`src/rtl/clk_div_multi.sv`:
```
// Multi-channel programmable clock divider with per-channel runtime divisor reload,
// enable and a global phase-align strobe. Optional build macro: ODD_DUTY50_EN.
module clk_div_multi #(
  parameter int NCH         = 4,
  parameter int WIDTH       = 16,
  parameter int DEFAULT_DIV = 2,
  localparam int CW         = (NCH > 1) ? $clog2(NCH) : 1
) (
  input  logic             clockin,
  input  logic             rst_n,
  input  logic [NCH-1:0]   chan_en,
  input  logic             sync,
  input  logic             cfg_valid,
  output logic             cfg_ready,
  input  logic [CW-1:0]    cfg_chan,
  input  logic [WIDTH-1:0] cfg_div,
  output logic [NCH-1:0]   clockout,
  output logic [NCH-1:0]   tick,
  output logic [NCH-1:0]   pending
);

  logic [31:0]      chan_idx;
  logic             accept;
  logic [WIDTH-1:0] cfg_div_clamped;

  assign chan_idx = 32'(cfg_chan);

  // A channel holding an unapplied divisor refuses further loads until it applies.
  always_comb begin
    cfg_ready = 1'b0;
    if (chan_idx < NCH) cfg_ready = ~pending[cfg_chan];
  end

  assign accept          = cfg_valid & cfg_ready;
  assign cfg_div_clamped = (cfg_div < WIDTH'(2)) ? WIDTH'(2) : cfg_div;

  for (genvar i = 0; i < NCH; i++) begin : g_ch
    logic [WIDTH-1:0] div_q, div_d;
    logic [WIDTH-1:0] pend_div_q, pend_div_d;
    logic [WIDTH-1:0] cnt_q, cnt_d;
    logic [WIDTH-1:0] high_len;
    logic             pending_q, pending_d;
    logic             clk_q, clk_d;
    logic             tick_q, tick_d;
    logic             terminal;
    logic             load_here;

    // ceil(D/2) without forming D+1, so D = 2^WIDTH-1 cannot overflow.
    assign high_len  = (div_q >> 1) + WIDTH'(div_q[0]);
    assign terminal  = (cnt_q == div_q - WIDTH'(1));
    assign load_here = accept && (cfg_chan == CW'(i));

    // NOTE: every signal gets its hold value first, so no path leaves one unassigned and no latch is inferred.
    always_comb begin
      div_d      = div_q;
      pend_div_d = pend_div_q;
      pending_d  = pending_q;
      cnt_d      = cnt_q;
      clk_d      = clk_q;
      tick_d     = tick_q;
      if (sync || !chan_en[i]) begin
        cnt_d  = '0;
        clk_d  = 1'b0;
        tick_d = 1'b0;
        if (pending_q) begin
          div_d     = pend_div_q;
          pending_d = 1'b0;
        end
      end else begin
        clk_d  = (cnt_q < high_len);
        tick_d = terminal;
        cnt_d  = terminal ? '0 : cnt_q + WIDTH'(1);
        if (terminal && pending_q) begin
          div_d     = pend_div_q;
          pending_d = 1'b0;
        end
      end
      // Load is evaluated last: a capture on an apply edge waits for the next boundary.
      if (load_here) begin
        pend_div_d = cfg_div_clamped;
        pending_d  = 1'b1;
      end
    end

    // NOTE: these per-channel registers are plain flops, so all of them take the async reset.
    always_ff @(posedge clockin or negedge rst_n) begin
      if (!rst_n) begin
        div_q      <= WIDTH'(DEFAULT_DIV);
        pend_div_q <= WIDTH'(DEFAULT_DIV);
        pending_q  <= 1'b0;
        cnt_q      <= '0;
        clk_q      <= 1'b0;
        tick_q     <= 1'b0;
      end else begin
        // NOTE: non-blocking assignments so every flop samples pre-edge values.
        div_q      <= div_d;
        pend_div_q <= pend_div_d;
        pending_q  <= pending_d;
        cnt_q      <= cnt_d;
        clk_q      <= clk_d;
        tick_q     <= tick_d;
      end
    end

`ifdef ODD_DUTY50_EN
    logic clk_neg_q;

    // Half-cycle delayed copy trims the odd-divisor high phase to exactly D/2.
    always_ff @(negedge clockin or negedge rst_n) begin
      if (!rst_n) clk_neg_q <= 1'b0;
      else        clk_neg_q <= clk_q;
    end

    assign clockout[i] = div_q[0] ? (clk_q & clk_neg_q) : clk_q;
`else
    assign clockout[i] = clk_q;
`endif
    assign tick[i]    = tick_q;
    assign pending[i] = pending_q;
  end

endmodule
```
`config.mk`:
```
export PLATFORM = sky130hd
export DESIGN_NAME = clk_div_multi
export DESIGN_NICKNAME = d
export VERILOG_FILES = /design/src/rtl/clk_div_multi.sv
export SDC_FILE = /design/constraint.sdc
export NUM_CORES = 1
export LEC_CHECK = 0
export ABC_AREA = 1
export BUFFER_PORTS_ARGS = -buffer_cell sky130_fd_sc_hd__buf_2
export CORE_MARGIN = 5
export CORE_UTILIZATION = 35
export CTS_CLUSTER_DIAMETER = 100
export DETAILED_ROUTE_END_ITERATION = 10
export PLACE_DENSITY = 0.5
export SYNTH_ARGS = -nofsm -noshare
export SYNTH_HDL_FRONTEND = slang
export SYNTH_SLANG_ARGS = --single-unit
```
`constraint.sdc`:
```
create_clock -name clockin -period 3.8 [get_ports clockin]
set_input_delay 0.19 -clock clockin [delete_from_list [all_inputs] [get_ports clockin]]
set_output_delay 0.19 -clock clockin [all_outputs]
set_load 0.02 [all_outputs]
```
==> results of run 1 <==
cell usage in the layout, fill, tap and decap left out, types with 16 or more instances in the layout:
| master | netlist | layout |
|---|---|---|
| nor2_1 | 170 | 170 |
| nand3_1 | 165 | 165 |
| xor2_1 | 77 | 77 |
| clkbuf_16 | 0 | 25 |
| buf_2 | 23 | 37 |
| ha_1 | 76 | 76 |
| nor3_1 | 34 | 34 |
| xnor2_1 | 38 | 38 |
| inv_1 | 180 | 180 |
| o21ai_0 | 95 | 95 |
| a21oi_1 | 44 | 44 |
| nand2_1 | 525 | 525 |
| nand4_1 | 27 | 27 |
| dfrtp_1 | 196 | 196 |
| nor2_2 | 16 | 16 |
flip-flops by register name (all words and copies together), names as in the netlist:
name             cells
g_ch.cnt_q          64
g_ch.div_q          64
g_ch.pend_div_q     64
g_ch.clk_q           4
g_ch.pending_q       4
g_ch.tick_q          4
area by class of cell:
cell class	instances	share of cell area
diodes	1	0.000168
multi-input cells	1350	0.484
repair buffers	58	0.0244
well taps	511	0.0430
inverters	184	0.0465
flip-flops and latches	204	0.344
clock inverters	10	0.00935
clock buffers	35	0.0487
through the flow:
| step | worst slack, ps | utilization | hold WS (ps) | total power, W | cells |
|---|---|---|---|---|---|
| 2_1_floorplan | 1030 | - | -106 | 0.00537 | 1816 |
| 3_3_place_gp | 686 | 0.368 | 297 | 0.00597 | 2302 |
| 3_5_place_dp | 678 | 0.368 | 291 | 0.00601 | 2302 |
| 4_1_cts | 648 | 0.392 | 6.15 | 0.00857 | 2352 |
| 5_1_grt | 324 | 0.392 | 37.5 | 0.00921 | 2352 |
| 6_report | 664 | 0.393 | 52.4 | 0.00845 | 2353 |
power by group through the flow:
| stage | clock [W] | sequential (W) | combinational, W |
|---|---|---|---|
| detailed placement | 0 | 0.00314 | 0.00287 |
| global placement | 0 | 0.00313 | 0.00284 |
| finish | 0.00249 | 0.00310 | 0.00286 |
| global route | 0.00265 | 0.00319 | 0.00336 |
| CTS | 0.00258 | 0.00310 | 0.00289 |
| floorplan | 0 | 0.00283 | 0.00254 |
per-layer routing:
metal / track usage / vias up / share of wire
met5: 0 / - / 0.00039
met4: 0.0418 / 2 / 0.027
met2: 0.257 / 135 / 0.43
met1: 0.234 / 5090 / 0.51
met3: 0.0249 / 52 / 0.034
li1: - / 5813 / -
worst max-delay path, stage by stage, from the launching register on:
cell	delay (ps)
dfstp_2	540
ha_1	170
nand3_1	150
nor3_1	280
nand3_1	170
nor3_1	250
nand2_1	100
nor3_1	270
nand2_1	110
xor2_1	160
ha_1	290
nand2_1	60
inv_1	30
o21ai_0	130
nand2_1	60
a21oi_1	110
nand2_1	70
nor2_1	80
cell families (layout without fill, tap and decap cells):
kind of cell | count (synthesis) | in the layout | synth area share
AND/OR/NAND/NOR | 1007 | 1007 | 0.329
other | 0 | 1 | 0
XOR/XNOR | 115 | 115 | 0.0748
buffers and inverters | 262 | 287 | 0.0862
AO/OA/AOI/OAI | 149 | 149 | 0.0570
flip-flops | 204 | 204 | 0.380
multiplexers | 3 | 3 | 0.00251
adder cells (fa/ha/maj) | 76 | 76 | 0.0707
worst max path at each step:
stage                                 startpoint                      end  slack (ps)  depth (start not counted)
floorplan           g_ch[2].div_q[1]$_DFFE_PN1P_  g_ch[2].clk_q$_DFF_PN0_        1030                         17
global placement    g_ch[2].div_q[1]$_DFFE_PN1P_  g_ch[2].clk_q$_DFF_PN0_         690                         17
detailed placement  g_ch[2].div_q[1]$_DFFE_PN1P_  g_ch[2].clk_q$_DFF_PN0_         680                         17
CTS                 g_ch[2].div_q[1]$_DFFE_PN1P_  g_ch[2].clk_q$_DFF_PN0_         650                         17
global route        g_ch[1].div_q[1]$_DFFE_PN1P_  g_ch[1].clk_q$_DFF_PN0_         320                         18
finish              g_ch[2].div_q[1]$_DFFE_PN1P_  g_ch[2].clk_q$_DFF_PN0_         660                         17
==> flow_summary.json, run 1 <==
{
  "wl_um": 33300,
  "antenna_left": 0,
  "ys_warn_count": 0,
  "max_freq_mhz": 319,
  "status": "complete, no violations",
  "synth.most_common_cell": "nand2_1",
  "grt_pass1_vias": 10900,
  "synth_common_cells": "nand2_1 (525), dfrtp_1 (196), inv_1 (180)",
  "critPathRequiredTime_ps": 4260,
  "register_area_um2": 5110,
  "drc": 0,
  "r2r_start": "g_ch[2].div_q[1]$_DFFE_PN1P_",
  "cp_max_fo": 3,
  "path_clk_slew_ps": 60,
  "ys_async_sr_fraction": 1.00,
  "pwr-share-comb": 0.338,
  "start_util": 0.356,
  "r2r-end": "g_ch[2].clk_q$_DFF_PN0_",
  "die_w_um": 206,
  "io_buffers": 38,
  "crit_arrival_ps": 3600,
  "pwr_density_cell_nw_per_um2": 569,
  "multi_input_area_um2": 7180,
  "coreArea_um2": 37800,
  "pin_count": 39,
  "grt_usage": 0.163,
  "p_seq_frac": 0.367,
  "ctsLongestPathBuffers": 3,
  "cts_tree": "yes",
  "ys_seq_elements": 204,
  "syn_area_per_cell_um2": 7.41,
  "via_count": 11100,
  "synth_top_area_cell": "dfrtp_1",
  "setup-violations-final": 0,
  "max-vdd-ir-drop_mv": 0.308,
  "skew_ps": 8.59,
  "placementRows": 71,
  "rsz0062_at_grt": "false",
  "finalCriticalPeriod_ps": 3140,
  "postCtsHoldBufs": 5,
  "synth_area_um2": 13500,
  "synthDistinctLibCells": 39,
  "globalRouteOverflowTotal": 0,
  "via_per_inst": 4.71,
  "critPathLaunchType": "register",
  "timing.slew.headroom": 0.216,
  "n_fill_cell": 4047,
  "synth_cells": 1816,
  "cts.repair.resized": 0,
  "area_growth_pct": 10.4,
  "swShare": 0.387,
  "max_cap_violations": 0,
  "insertion_delay_ps": 530,
  "r2r_slack_ps": 660,
  "cts_buffers": 25,
  "ys_seq_area_frac": 0.380,
  "cts_max_level": 1,
  "grt_max_degree": 106,
  "synthFlopType": "dfrtp_1",
  "grt_antenna_before_repair": 1,
  "drt-pass1-iter-count": 5,
  "dieArea_um2": 42500,
  "finalHoldViolations": 0,
  "tns_ps": 0,
  "slew_violations": 0,
  "synth.top_cell.area_share": 0.364,
  "root_buffer": "clkbuf_16",
  "internal-power_w": 0.00518,
  "hpwl_um": 24900,
  "hold_class": "in2reg",
  "drive_gt1_frac": 0.0858,
  "fin_crit_sh": 0.825,
  "drt-initial-drc-count": 566,
  "synth_edf_count": 0,
  "crit_path_end_kind": "register",
  "final_nets": 1925,
  "tightest_slew_ps": 1160,
  "leakagePower_nw": 7.39,
  "synth_area_leaders": "dfrtp_1 (36%), nand2_1 (15%), ha_1 (7.1%), nand3_1 (6.1%), inv_1 (5.0%)",
  "hp-start": "cfg_chan[1]",
  "rr_worst_depth": 17,
  "stdcell_area_um2": 14900,
  "die_h_um": 206,
  "min_to": "g_ch[3].pend_div_q[1]$_DFFE_PN1P_",
  "holdPathStages": 5,
  "wire_per_inst_um": 14.2,
  "grt_pass1_wl_um": 57000,
  "p_switching_w": 0.00327,
  "globalplace.congestion": 0.851,
  "cts_sinks": 204,
  "p_clk_frac": 0.295,
  "post_cts_buffers": 0,
  "path_class": "reg2reg",
  "postPlaceCellArea_um2": 13900,
  "syn-num-nets": 1918
}
Note: power is estimated with default switching activity, not from simulation.
==> run 2, diff against run 1 <==
Settings changed: PLACE_DENSITY 0.5 to 0.52.
Clock period 3.8 ns to 2.7 ns, I/O delays scaled along.
==> flow_summary.json, run 2 (synthesis results as in run 1) <==
{
  "globalplace.congestion": 0.867,
  "crit_arrival_ps": 3190,
  "insertion_delay_ps": 540,
  "critPathLaunchType": "register",
  "grt_pass1_wl_um": 58500,
  "grt_antenna_before_repair": 1,
  "p_switching_w": 0.00481,
  "n_fill_cell": 4014,
  "r2r_slack_ps": -30,
  "area_growth_pct": 17.7,
  "grt_usage": 0.166,
  "timing.slew.headroom": 0.457,
  "cts_sinks": 204,
  "cp_max_fo": 3,
  "pin_count": 39,
  "max_freq_mhz": 367,
  "hp-start": "cfg_div[8]",
  "r2r-end": "g_ch[0].clk_q$_DFF_PN0_",
  "pwr-share-comb": 0.372,
  "diodes": 0,
  "globalRouteOverflowTotal": 0,
  "critPathRequiredTime_ps": 3160,
  "internal-power_w": 0.00758,
  "cts_max_level": 1,
  "drt-initial-drc-count": 581,
  "antenna_left": 0,
  "crit_chain": "ha_4 -> nand3_2 -> nor2_2 -> nand4_1 -> nor2_2 -> nand3_2 -> nor3_4 -> nand2_1 -> xor2_1 -> ha_1 -> nand2_1 -> inv_1 -> o21ai_1 -> nand2_1 -> a21oi_2 -> nand2_1 -> nor2_1",
  "place_ws_ps": -156,
  "status": "finished with violations",
  "rsz0062_at_grt": "true",
  "crit_top_cell": "nand2_1",
  "slew_violations": 0,
  "p_clk_frac": 0.285,
  "max-vdd-ir-drop_mv": 0.634,
  "hold_class": "in2reg",
  "p_seq_frac": 0.344,
  "finalCriticalPeriod_ps": 2730,
  "cts_tree": "yes",
  "postLayoutSetupSlackWorst_ps": -26.7,
  "root_buffer": "clkbuf_16",
  "drt-pass1-iter-count": 5,
  "violations": "negative setup slack",
  "wire_per_inst_um": 14.0,
  "total_power_w": 0.0124,
  "ctsLongestPathBuffers": 3,
  "fin_crit_sh": 1.01,
  "leakagePower_nw": 7.85,
  "cts_buffers": 25,
  "via_per_inst": 4.80,
  "die_w_um": 206,
  "register_area_um2": 5120,
  "slowest_stage": "dfstp_2",
  "tightest_slew_ps": 814,
  "setup-violations-final": 1,
  "coreArea_um2": 37800,
  "wl_um": 34200,
  "dieArea_um2": 42500,
  "io_buffers": 38,
  "layout_common_cells": "nand2_1 (523), dfrtp_1 (195), inv_1 (178), nor2_1 (160), nand3_1 (151)",
  "r2r_start": "g_ch[0].div_q[1]$_DFFE_PN1P_",
  "holdPathStages": 3,
  "rr_worst_depth": 17,
  "min_to": "g_ch[0].pend_div_q[8]$_DFFE_PN0P_",
  "final_nets": 2009,
  "path_class": "reg2reg",
  "placementRows": 71,
  "hpwl_um": 25800,
  "start_util": 0.356,
  "crit_start": "g_ch[0].div_q[1]$_DFFE_PN1P_",
  "swShare": 0.388,
  "drive_gt1_frac": 0.146,
  "drc": 0,
  "via_count": 11700,
  "path_clk_slew_ps": 60,
  "crit_path_end_kind": "register",
  "multi_input_area_um2": 7490,
  "pwr_density_cell_nw_per_um2": 782,
  "final_common_cell": "nand2_1",
  "grt_max_degree": 72,
  "max_cap_violations": 0,
  "finalHoldViolations": 0,
  "skew_ps": 12.5,
  "grt_pass1_vias": 11500,
  "top_regs": "g_ch.cnt_q x64, g_ch.div_q x64, g_ch.pend_div_q x64",
  "die_h_um": 206,
  "slowest_delay_ps": 550
}
-- run 2: changes by cell type in the layout (fill, tap and decap cells not counted), sizes merged --
cell and delta:
buf +76, dlygate4sd3 +7, clkbuf +2, clkinv -2, bufinv +1, diode -1
-- run 2: power by group through the flow --
stage | registers (W) | clock network [W] | logic [W]
2_1_floorplan | 0.00398 | 0 | 0.00358
3_3_place_gp | 0.00424 | 0 | 0.00436
3_5_place_dp | 0.00425 | 0 | 0.00445
4_1_cts | 0.00423 | 0.00366 | 0.00454
5_1_grt | 0.00435 | 0.00377 | 0.00536
6_report | 0.00426 | 0.00353 | 0.00460
-- run 2: timing repair --
action	4_1_cts	5_1_grt
buffers inserted	6	9
pin swaps	12	27
endpoints found under the setup margin	4	105
resized for setup	29	43
hold endpoints to repair	85	0
hold buffers	12	0
-- run 2: stage by stage --
stage | hold slack, ps | std cells | cell area (um^2) | utilization | TNS (ps)
floorplan | -161 | 1816 | 13500 | - | 0
finish | 17.4 | 2436 | 15800 | 0.419 | -26.7
detailed placement | 187 | 2364 | 14400 | 0.382 | -437
global route | 20.4 | 2436 | 15800 | 0.419 | -855
CTS | 10.5 | 2427 | 15600 | 0.412 | -46.0
global placement | 179 | 2364 | 14400 | 0.382 | -182
-- run 2: cell type report --
class,instances,share of cell area
clock buffers,36,0.0446
flip-flops and latches,204,0.323
clock inverters,9,0.00956
multi-input cells,1350,0.473
inverters,184,0.0436
well taps,511,0.0404
repair buffers,142,0.0660
-- run 2: critical path, delay by kind of cell (launching register included) --
kind,cells,cell delay [ps]
flops,1,550
fa+ha+maj,2,470
simple gates,11,1260
buf+inv,1,30
compound gates,2,210
xor+xnor,1,150
-- run 2: worst max-delay path by stage --
stage | slack (ps) | to
final | -30 | g_ch[0].clk_q$_DFF_PN0_
after CTS | -30 | g_ch[3].clk_q$_DFF_PN0_
after floorplan | 20 | g_ch[1].clk_q$_DFF_PN0_
after global placement | -70 | g_ch[2].clk_q$_DFF_PN0_
after global routing | -290 | g_ch[0].clk_q$_DFF_PN0_
after detailed placement | -160 | g_ch[3].clk_q$_DFF_PN0_
-- run 2: layer usage --
metal,track usage,part of all wire,vias to the layer above
li1,-,-,5974
met1,0.236,0.49,5539
met2,0.265,0.44,134
met3,0.0270,0.036,45
met4,0.0402,0.025,0
met5,0,0,-
==> run 3, diff against run 2 <==
Settings changed: PLACE_DENSITY 0.52 to 0.5.
Clock period 2.7 ns to 3 ns, I/O delays scaled along.
==> flow_summary.json, run 3 (synthesis results as in run 1) <==
{
  "status": "complete, no violations",
  "layout_common_cells": "nand2_1 (522), dfrtp_1 (196), inv_1 (180), nor2_1 (160), nand3_1 (156)",
  "fin_crit_sh": 0.941,
  "cts_tree": "yes",
  "critPathLaunchType": "register",
  "path_clk_slew_ps": 60,
  "use_met3": 0.0259,
  "via_per_inst": 4.79,
  "placementRows": 71,
  "rsz0062_at_grt": "true",
  "dieArea_um2": 42500,
  "grt-busiest-layer": "met2",
  "hp-start": "cfg_div[11]",
  "min_to": "g_ch[1].pend_div_q[11]$_DFFE_PN0P_",
  "area_growth_pct": 14.1,
  "hpwl_um": 25500,
  "grt_use_met1": 0.240,
  "final_common_cell": "nand2_1",
  "die_h_um": 206,
  "slew_violations": 0,
  "leakagePower_nw": 7.59,
  "antenna_left": 0,
  "max-vdd-ir-drop_mv": 0.331,
  "crit_arrival_ps": 3280,
  "grt_pass1_wl_um": 57000,
  "setup-violations-final": 0,
  "cts_max_level": 1,
  "use_met2": 0.253,
  "wl_um": 34300,
  "top_regs": "g_ch.cnt_q x64, g_ch.div_q x64, g_ch.pend_div_q x64",
  "skew_ps": 18.6,
  "rr_worst_depth": 16,
  "instances_no_fill": 2384,
  "path_class": "reg2reg",
  "grt_pass1_vias": 11100,
  "crit_path_end_kind": "register",
  "drt-initial-drc-count": 606,
  "globalRouteOverflowTotal": 0,
  "diodes": 0,
  "tightest_slew_ps": 842,
  "drive_gt1_frac": 0.120,
  "grt_antenna_before_repair": 1,
  "hold_class": "in2reg",
  "grt_max_degree": 85,
  "holdPathStages": 3,
  "tns_ps": 0,
  "pwr_density_cell_nw_per_um2": 706,
  "cts_buffers": 25,
  "dpl.cell_count": 2320,
  "max_freq_mhz": 354,
  "r2r_start": "g_ch[0].div_q[1]$_DFFE_PN1P_",
  "multi_input_area_um2": 7450,
  "via_count": 11400,
  "io_buffers": 38,
  "cp_max_fo": 3,
  "ctsLongestPathBuffers": 3,
  "drc": 0,
  "drt-pass1-iter-count": 5,
  "coreArea_um2": 37800,
  "cts_sinks": 204,
  "timing.slew.headroom": 0.438,
  "die_w_um": 206,
  "register_area_um2": 5110,
  "n_fill_cell": 3977,
  "r2r-end": "g_ch[0].clk_q$_DFF_PN0_",
  "globalplace.congestion": 0.827,
  "start_util": 0.356,
  "pin_count": 39,
  "finalHoldViolations": 0,
  "finalCriticalPeriod_ps": 2820,
  "wire_per_inst_um": 14.4,
  "critPathRequiredTime_ps": 3460,
  "grt_usage": 0.163,
  "root_buffer": "clkbuf_16",
  "final_nets": 1957,
  "max_cap_violations": 0,
  "r2r_slack_ps": 180,
  "insertion_delay_ps": 540
}
==> run 3: how the worst max path moves through the flow <==
stage,endpoint,from,cells after the start,slack [ps]
floorplan,g_ch[2].clk_q$_DFF_PN0_,g_ch[2].div_q[1]$_DFFE_PN1P_,17,230
global placement,g_ch[2].clk_q$_DFF_PN0_,g_ch[2].div_q[1]$_DFFE_PN1P_,17,-80
detailed placement,g_ch[2].clk_q$_DFF_PN0_,g_ch[2].div_q[1]$_DFFE_PN1P_,17,-40
CTS,g_ch[2].clk_q$_DFF_PN0_,g_ch[2].div_q[1]$_DFFE_PN1P_,17,10
global route,g_ch[3].clk_q$_DFF_PN0_,g_ch[3].div_q[1]$_DFFE_PN1P_,17,-40
finish,g_ch[0].clk_q$_DFF_PN0_,g_ch[0].div_q[1]$_DFFE_PN1P_,16,180
==> run 3: timing repair <==
action	in CTS	in global routing
pin swaps	0	20
hold buffers	7	0
hold endpoints to repair	85	0
gates resized for setup	1	58
setup buffers	0	12
setup endpoints to repair	1	4
==> run 3: layout make-up <==
| cell class | instances | share of cell area |
|---|---|---|
| inverters | 184 | 0.0450 |
| clock buffers | 37 | 0.0476 |
| clock inverters | 8 | 0.00636 |
| multi-input cells | 1350 | 0.485 |
| repair buffers | 90 | 0.0412 |
| well taps | 511 | 0.0416 |
| flip-flops and latches | 204 | 0.333 |
==> run 3: report_power, final <==
| part | internal [W] | switching, W |
|---|---|---|
| combinational | 0.00147 | 0.00240 |
| sequential | 0.00326 | 0.000673 |
| clock | 0.00185 | 0.00119 |
==> run 3: metal layers <==
metal	wire, um	part of all wire
met1	17200	0.50
met2	15000	0.44
met3	1300	0.038
met4	736	0.021
met5	8	0.00023
==> run 3: metrics by stage <==
stage | utilization | setup WS (ps) | power, W | hold slack [ps] | instance area, um^2
floorplan | - | 228 | 0.00680 | -146 | 13500
CTS | 0.396 | 9.77 | 0.0108 | 3.22 | 15000
global route | 0.406 | -39.3 | 0.0118 | 28.5 | 15400
finish | 0.406 | 178 | 0.0108 | 14.5 | 15400
detailed placement | 0.373 | -41.4 | 0.00771 | 222 | 14100
global placement | 0.373 | -78.8 | 0.00764 | 205 | 14100
==> run 3: worst max-delay path: stages, from the launching register on <==
cell     delay (ps)
dfstp_2         550
ha_4            160
nand3_4          90
nor2_4          130
nand4_1         140
nor2_2          180
nand3_2         130
nor3_4          240
nand2_1          80
xor2_1          150
ha_1            310
buf_4           140
nand3_1         100
inv_1            60
a21oi_2         120
nand2_1          70
nor2_2          100
